===== src/rtl/uart_mem_bridge.sv =====
// uart_mem_bridge
//
// Shares one single-port synchronous SRAM between a UART host and a core
// memory bus (cs/we/ack). The host speaks a small byte protocol:
//   'W' addr[ABYTES] data[NBYTES]  -> write word, reply ACK_BYTE
//   'R' addr[ABYTES]               -> reply with the word, LSB first
//   'G'                            -> release core reset, reply ACK_BYTE
//   'H'                            -> hold core in reset, reply ACK_BYTE
//   anything else                  -> reply NAK_BYTE
// Multi-byte fields are little-endian. Host and core requests are arbitrated
// round-robin every cycle; the winning request drives mem_* combinationally.
//
// Optional feature, macro UART_MEM_BRIDGE_CHKSUM_EN:
//   'W' carries a trailing XOR of all address and data bytes (mismatch means
//   no write and a NAK_BYTE reply); 'R' replies with a trailing XOR of the
//   data bytes.
//
// Ports:
//   clk, reset              clock, synchronous active-high reset
//   rx_data/valid/ready     byte stream from the UART receiver
//   tx_data/valid/ready     byte stream to the UART transmitter
//   core_rst                active-high reset for the core
//   core_cs/we/addr/wdata/wmask, core_rdata/ack   core memory bus
//   mem_en/we/addr/wdata, mem_rdata               SRAM port (1-cycle read)

module uart_mem_bridge #(
    parameter int          ADDR_W   = 5,
    parameter int          DATA_W   = 32,
    parameter logic [7:0]  ACK_BYTE = 8'h06,
    parameter logic [7:0]  NAK_BYTE = 8'h15
) (
    input  logic                clk,
    input  logic                reset,
    input  logic [7:0]          rx_data,
    input  logic                rx_valid,
    output logic                rx_ready,
    output logic [7:0]          tx_data,
    output logic                tx_valid,
    input  logic                tx_ready,
    output logic                core_rst,
    input  logic                core_cs,
    input  logic                core_we,
    input  logic [ADDR_W-1:0]   core_addr,
    input  logic [DATA_W-1:0]   core_wdata,
    input  logic [DATA_W/8-1:0] core_wmask,
    output logic [DATA_W-1:0]   core_rdata,
    output logic                core_ack,
    output logic                mem_en,
    output logic [DATA_W/8-1:0] mem_we,
    output logic [ADDR_W-1:0]   mem_addr,
    output logic [DATA_W-1:0]   mem_wdata,
    input  logic [DATA_W-1:0]   mem_rdata
);

    localparam int ABYTES = (ADDR_W + 7) / 8;
    localparam int NBYTES = DATA_W / 8;
`ifdef UART_MEM_BRIDGE_CHKSUM_EN
    localparam int RD_LEN = NBYTES + 1;
`else
    localparam int RD_LEN = NBYTES;
`endif
    localparam int CNT_MAX = (ABYTES > RD_LEN) ? ABYTES : RD_LEN;
    localparam int CNT_W   = $clog2(CNT_MAX + 1);

`ifdef UART_MEM_BRIDGE_CHKSUM_EN
    typedef enum logic [2:0] {
        S_IDLE = 3'd0, S_ADDR = 3'd1, S_DATA = 3'd2, S_CSUM = 3'd3,
        S_MEM_REQ = 3'd4, S_MEM_WAIT = 3'd5, S_RESP = 3'd6
    } state_t;
`else
    typedef enum logic [2:0] {
        S_IDLE = 3'd0, S_ADDR = 3'd1, S_DATA = 3'd2,
        S_MEM_REQ = 3'd4, S_MEM_WAIT = 3'd5, S_RESP = 3'd6
    } state_t;
`endif

    // cmd_q also selects what RESP sends: ACK for W/G/H, NAK, or read data.
    typedef enum logic [1:0] {CMD_WR, CMD_RD, CMD_ACK, CMD_NAK} cmd_t;

    state_t              state_q, state_d;
    cmd_t                cmd_q, cmd_d;
    logic [ADDR_W-1:0]   addr_q, addr_d;
    logic [DATA_W-1:0]   data_q, data_d;
    logic [CNT_W-1:0]    cnt_q, cnt_d;
    logic                core_rst_q, core_rst_d;
    logic                core_ack_q, core_ack_d;
    logic                last_core_q, last_core_d;   // 1: core won the last grant
`ifdef UART_MEM_BRIDGE_CHKSUM_EN
    logic [7:0]          csum_q, csum_d;
    logic [7:0]          rd_csum;
`endif

    logic                rx_fire, tx_fire;
    logic                host_req, core_req, grant_host, grant_core;
    logic [CNT_W-1:0]    resp_last;
    logic [7:0]          tx_byte;
    logic [7:0]          rd_byte [NBYTES];

    genvar gi;
    generate
        for (gi = 0; gi < NBYTES; gi++) begin : g_lane
            assign rd_byte[gi] = data_q[gi*8 +: 8];
        end
    endgenerate

    // ---------------- arbitration ----------------
    // The core cannot request in its ack cycle, which leaves that slot free
    // for a waiting host; on a true conflict the last loser wins.
    assign host_req   = ~reset & (state_q == S_MEM_REQ);
    assign core_req   = ~reset & core_cs & ~core_rst_q & ~core_ack_q;
    assign grant_core = core_req & (~host_req | ~last_core_q);
    assign grant_host = host_req & (~core_req | last_core_q);

    assign core_ack_d  = grant_core;
    assign last_core_d = grant_core ? 1'b1 : (grant_host ? 1'b0 : last_core_q);

    always_comb begin
        mem_en    = 1'b0;
        mem_we    = '0;
        mem_addr  = '0;
        mem_wdata = '0;
        if (grant_core) begin
            mem_en    = 1'b1;
            mem_we    = core_we ? core_wmask : '0;
            mem_addr  = core_addr;
            mem_wdata = core_wdata;
        end else if (grant_host) begin
            mem_en    = 1'b1;
            mem_we    = (cmd_q == CMD_WR) ? {NBYTES{1'b1}} : '0;
            mem_addr  = addr_q;
            mem_wdata = data_q;
        end
    end

    // ---------------- host byte interface ----------------
    always_comb begin
        rx_ready = 1'b0;
        if (!reset) begin
            case (state_q)
                S_IDLE, S_ADDR, S_DATA: rx_ready = 1'b1;
`ifdef UART_MEM_BRIDGE_CHKSUM_EN
                S_CSUM:                 rx_ready = 1'b1;
`endif
                default:                rx_ready = 1'b0;
            endcase
        end
    end

    assign tx_valid = ~reset & (state_q == S_RESP);
    assign rx_fire  = rx_valid & rx_ready;
    assign tx_fire  = tx_valid & tx_ready;
    assign tx_data  = tx_valid ? tx_byte : 8'h00;

    assign core_rst   = core_rst_q | reset;
    assign core_ack   = core_ack_q & ~reset;
    assign core_rdata = core_ack ? mem_rdata : '0;

    assign resp_last = (cmd_q == CMD_RD) ? CNT_W'(RD_LEN - 1) : '0;

`ifdef UART_MEM_BRIDGE_CHKSUM_EN
    always_comb begin
        rd_csum = 8'h00;
        for (int i = 0; i < NBYTES; i++) rd_csum = rd_csum ^ rd_byte[i];
    end
`endif

    always_comb begin
        tx_byte = ACK_BYTE;
        if (cmd_q == CMD_NAK) begin
            tx_byte = NAK_BYTE;
        end else if (cmd_q == CMD_RD) begin
            tx_byte = 8'h00;
            for (int i = 0; i < NBYTES; i++) begin
                if (int'(cnt_q) == i) tx_byte = rd_byte[i];
            end
`ifdef UART_MEM_BRIDGE_CHKSUM_EN
            if (int'(cnt_q) == NBYTES) tx_byte = rd_csum;
`endif
        end
    end

    // ---------------- host FSM ----------------
    always_comb begin
        state_d    = state_q;
        cmd_d      = cmd_q;
        addr_d     = addr_q;
        data_d     = data_q;
        cnt_d      = cnt_q;
        core_rst_d = core_rst_q;
`ifdef UART_MEM_BRIDGE_CHKSUM_EN
        csum_d     = csum_q;
`endif
        case (state_q)
            S_IDLE: begin
                if (rx_fire) begin
                    cnt_d = '0;
`ifdef UART_MEM_BRIDGE_CHKSUM_EN
                    csum_d = 8'h00;
`endif
                    case (rx_data)
                        8'h57: begin cmd_d = CMD_WR; state_d = S_ADDR; end
                        8'h52: begin cmd_d = CMD_RD; state_d = S_ADDR; end
                        8'h47: begin core_rst_d = 1'b0; cmd_d = CMD_ACK; state_d = S_RESP; end
                        8'h48: begin core_rst_d = 1'b1; cmd_d = CMD_ACK; state_d = S_RESP; end
                        default: begin cmd_d = CMD_NAK; state_d = S_RESP; end
                    endcase
                end
            end
            S_ADDR: begin
                if (rx_fire) begin
                    // Bits of the byte that fall at or above ADDR_W are dropped.
                    for (int b = 0; b < ADDR_W; b++) begin
                        if (b / 8 == int'(cnt_q)) addr_d[b] = rx_data[b % 8];
                    end
`ifdef UART_MEM_BRIDGE_CHKSUM_EN
                    csum_d = csum_q ^ rx_data;
`endif
                    if (cnt_q == CNT_W'(ABYTES - 1)) begin
                        cnt_d   = '0;
                        state_d = (cmd_q == CMD_WR) ? S_DATA : S_MEM_REQ;
                    end else begin
                        cnt_d = cnt_q + CNT_W'(1);
                    end
                end
            end
            S_DATA: begin
                if (rx_fire) begin
                    for (int i = 0; i < NBYTES; i++) begin
                        if (int'(cnt_q) == i) data_d[i*8 +: 8] = rx_data;
                    end
`ifdef UART_MEM_BRIDGE_CHKSUM_EN
                    csum_d = csum_q ^ rx_data;
`endif
                    if (cnt_q == CNT_W'(NBYTES - 1)) begin
                        cnt_d = '0;
`ifdef UART_MEM_BRIDGE_CHKSUM_EN
                        state_d = S_CSUM;
`else
                        state_d = S_MEM_REQ;
`endif
                    end else begin
                        cnt_d = cnt_q + CNT_W'(1);
                    end
                end
            end
`ifdef UART_MEM_BRIDGE_CHKSUM_EN
            S_CSUM: begin
                if (rx_fire) begin
                    if (rx_data == csum_q) begin
                        state_d = S_MEM_REQ;
                    end else begin
                        cmd_d   = CMD_NAK;
                        cnt_d   = '0;
                        state_d = S_RESP;
                    end
                end
            end
`endif
            S_MEM_REQ: begin
                if (grant_host) state_d = S_MEM_WAIT;
            end
            S_MEM_WAIT: begin
                if (cmd_q == CMD_RD) data_d = mem_rdata;
                cnt_d   = '0;
                state_d = S_RESP;
            end
            S_RESP: begin
                if (tx_fire) begin
                    if (cnt_q == resp_last) begin
                        cnt_d   = '0;
                        state_d = S_IDLE;
                    end else begin
                        cnt_d = cnt_q + CNT_W'(1);
                    end
                end
            end
            default: state_d = S_IDLE;
        endcase
    end

    always_ff @(posedge clk) begin
        if (reset) begin
            state_q     <= S_IDLE;
            cmd_q       <= CMD_ACK;
            addr_q      <= '0;
            data_q      <= '0;
            cnt_q       <= '0;
            core_rst_q  <= 1'b1;
            core_ack_q  <= 1'b0;
            last_core_q <= 1'b0;
`ifdef UART_MEM_BRIDGE_CHKSUM_EN
            csum_q      <= 8'h00;
`endif
        end else begin
            state_q     <= state_d;
            cmd_q       <= cmd_d;
            addr_q      <= addr_d;
            data_q      <= data_d;
            cnt_q       <= cnt_d;
            core_rst_q  <= core_rst_d;
            core_ack_q  <= core_ack_d;
            last_core_q <= last_core_d;
`ifdef UART_MEM_BRIDGE_CHKSUM_EN
            csum_q      <= csum_d;
`endif
        end
    end

endmodule


===== config.mk =====
export PLATFORM = sky130hd
export DESIGN_NAME = uart_mem_bridge
export DESIGN_NICKNAME = d
export VERILOG_FILES = /design/src/rtl/uart_mem_bridge.sv
export SDC_FILE = /design/constraint.sdc
export NUM_CORES = 1
export LEC_CHECK = 0
export CORE_MARGIN = 4
export CORE_UTILIZATION = 44
export DETAILED_ROUTE_END_ITERATION = 10
export PLACE_DENSITY = 0.88
export SLEW_MARGIN = 40
export SYNTH_ARGS = -nofsm -noshare
export SYNTH_HDL_FRONTEND = slang
export SYNTH_SLANG_ARGS = --single-unit

===== constraint.sdc =====
create_clock -name clk -period 4 [get_ports clk]
set_input_delay 0.8 -clock clk [delete_from_list [all_inputs] [get_ports clk]]
set_output_delay 0.8 -clock clk [all_outputs]
set_load 0.05 [all_outputs]

==> results.py <==
metrics = {
    "pwr": {
        "p_leak_nw": 2.09,
        "swShare": 0.377,
        "powerDensity_nw_per_um2": 246,
        "p_seq_frac": 0.383,
        "p_comb_frac": 0.405,
        "peakVddDrop_mv": 0.170,
        "pwr-share-clk": 0.212,
        "cellInternalPower_uw": 858,
        "p_sw_uw": 519,
    },
    "routing": {
        "dr_wl_met3_mm": 1.29,
        "drt_wl_total_mm": 13.2,
        "routed.top_layer": "met4",
        "drc": 0,
        "wl_per_cell_um": 19.0,
        "ant_nets": 0,
        "wl_met1_mm": 4.98,
        "drt_iter0_drc": 241,
        "avgViaCountPerCell": 5.94,
        "firstDrtPassIters": 5,
        "wl_met2_mm": 6.49,
        "routed-via-count": 4115,
    },
    "yosys": {
        "synth_edf_count": 0,
        "synth_top_area_share": 0.288,
        "yosysSeqAreaShare": 0.288,
        "synth_cells": 438,
        "yosys-top-cells-area": "dfxtp_1, a22o_1, a21oi_1, a211oi_1, and2_1",
        "synth_area_um2": 3340,
        "yosys_warnings": 0,
        "yosysUniqueCellTypes": 52,
        "synth_top_area_cell": "dfxtp_1",
        "synthMostInstantiatedCell": "a21oi_1",
        "ys_ff_latch": 48,
        "async_flop_share": 0,
        "synthTopCellsByCount": "a21oi_1, dfxtp_1, nor2_1",
        "syn-num-nets": 531,
        "synth_ff_type": "dfxtp_1",
        "avgSynthCellArea_um2": 7.62,
    },
    "clock_network": {
        "cts-buffers-inserted": 5,
        "cts_resized": 0,
        "path_clk_slew_ns": 0.09,
        "max-clock-path-buffers": 2,
        "root_buffer": "clkbuf_8",
        "cts_tree": "done",
        "ctsHtreeMaxLevel": 2,
        "cts_setup_buffers": 0,
        "worstSkewPairLatency_ns": 0.30,
        "ctsHoldBuffers": 0,
        "cts.sinks": 48,
    },
    "final_layout": {
        "area_delta_synth_final_pct": 67.5,
        "final_cell_area_um2": 5590,
        "n_antenna_cell": 0,
        "fin_nets": 686,
        "drive_gt1_frac": 0.148,
        "finalNonFillerCells": 693,
    },
    "critical_path": {
        "slowest_delay_ns": 0.85,
        "cpMostUsedCell": "a21oi_1",
        "worstPathRequired_ns": 3.20,
        "cp-start-kind": "register",
        "crit_slowest_cell": "clkdlybuf4s50_1",
        "crit_fanout": 17,
        "r2r-start": "cnt_q[1]$_SDFFE_PP0P_",
        "crit_start": "cnt_q[1]$_SDFFE_PP0P_",
        "crit_arrival_ns": 3.05,
        "crit_chain": "inv_1 > ha_1 > and3b_1 > a21oi_1 > o21ai_0 > a22oi_1 > a21oi_1 > clkdlybuf4s50_1",
        "endpoint_kind": "output port",
        "critical_path_class": "register to output port",
    },
    "die": {
        "die_h_um": 95.1,
        "rows": 31,
        "fp.coreArea_um2": 7290,
        "die_area_um2": 9040,
        "start_util": 0.457,
        "die_w_um": 95.1,
        "io_pins": 173,
    },
    "hold_path": {
        "hold_start": "addr_q[0]$_SDFFE_PP0P_",
        "hold_path.class": "register to register",
    },
    "flow_run": {
        "drv_cap": 0,
    },
    "timing": {
        "maxSlewViolCount": 0,
        "tightestPinTransition_ns": 0.751,
        "fin_setup_tns_ns": 0,
        "timing_hold_violations_final": 0,
        "fin_crit_sh": 0.963,
        "fin_crit_ns": 3.85,
        "grt_setup_unrepaired": "no",
        "setup_viol": 0,
        "fmax_mhz": 260,
        "clock_skew_ns": 0.0140,
        "slew_headroom": 0.498,
    },
    "placement": {
        "post_dp_cell_area_um2": 5500,
        "dp_cells": 685,
        "port_buffers": 172,
        "dp_hpwl_mm": 10.2,
        "gp_congestion": 0.943,
    },
    "global_routing": {
        "grt_remaining_overflow": 0,
        "grt_pass1_vias": 3952,
        "grt_max_degree": 43,
        "track_usage": 0.284,
        "antenna_found_initial": 0,
        "grt_pass1_wl_mm": 20.1,
    },
    "run_status": {
        "status": "finished clean",
    },
}
critical path: cells and delay by family (launching register included):
family                     cells  cell delay [ns]
buffers and inverters          2             0.97
AOI/OAI and AO/OA              4             0.63
DFF                            1             0.46
adders and majority gates      1             0.38
and+or+nand+nor                1             0.29
power by group through the flow:
stage / clock network, mW / registers, mW / logic, mW
after floorplan: 0 / 0.532 / 0.327
after global placement: 0 / 0.535 / 0.523
after detailed placement: 0 / 0.537 / 0.545
after CTS: 0.291 / 0.526 / 0.551
after global routing: 0.314 / 0.530 / 0.598
final: 0.292 / 0.527 / 0.558
per-layer routing:
| layer | GRT usage | vias to the layer above |
|---|---|---|
| met5 | 0 | - |
| met4 | 0.0950 | 0 |
| met3 | 0.0679 | 38 |
| met2 | 0.497 | 238 |
| met1 | 0.340 | 1899 |
| li1 | - | 1940 |
layout make-up:
type / count / area, um^2
Clock buffer: 7 / 76.3
Clock inverter: 1 / 8.76
Tap cell: 99 / 124
Timing Repair Buffer: 183 / 2180
Multi-Input combinational cell: 348 / 2210
Sequential cell: 48 / 961
Inverter: 7 / 26.3
Fill cell: 547 / 1700
cells by family (layout without fill, tap and decap cells):
kind of cell | Yosys count | in the layout | synth area share
buffers and inverters | 42 | 198 | 0.0551
AND/OR/NAND/NOR | 166 | 166 | 0.272
AO/OA/AOI/OAI | 175 | 175 | 0.360
adder cells (fa/ha/maj) | 6 | 6 | 0.0225
flip-flops | 48 | 48 | 0.288
XOR/XNOR | 1 | 1 | 0.00263
path summary, 6_finish.rpt:
path	to	slack [ns]	cells after the start
max	tx_data[2]	0.15	8
min	addr_q[0]$_SDFFE_PP0P_	0.48	2
max reg2reg	state_q[1]$_SDFFE_PP0P_	1.78	7
min reg2reg	addr_q[0]$_SDFFE_PP0P_	0.48	2
per-stage QoR:
stage	total power [mW]	util	hold WS, ns	setup WS, ns
floorplan	0.860	-	0.437	0.760
global placement	1.06	0.754	0.451	0.196
detailed placement	1.08	0.755	0.464	0.409
CTS	1.37	0.766	0.476	0.195
global route	1.44	0.766	0.495	0.0533
finish	1.38	0.766	0.477	0.150
registers in the layout, summed over array words and instances, names as in the netlist:
signal,flops
addr_q,5
cmd_q,2
cnt_q,3
core_ack_q,1
core_rst_q,1
data_q,32
last_core_q,1
state_q,3
cell usage in the layout (no fill, tap or decap), types with 27 or more instances in the layout:
cell             synthesis  layout
nor2_1                  43      43
a21oi_1                 58      58
and2_1                  33      33
a22o_1                  37      37
buf_4                    2      27
dfxtp_1                 48      48
buf_12                   0      42
a211oi_1                35      35
clkdlybuf4s50_1          0     113
nand2_1                 28      28
(Power assumes the default switching activity.)
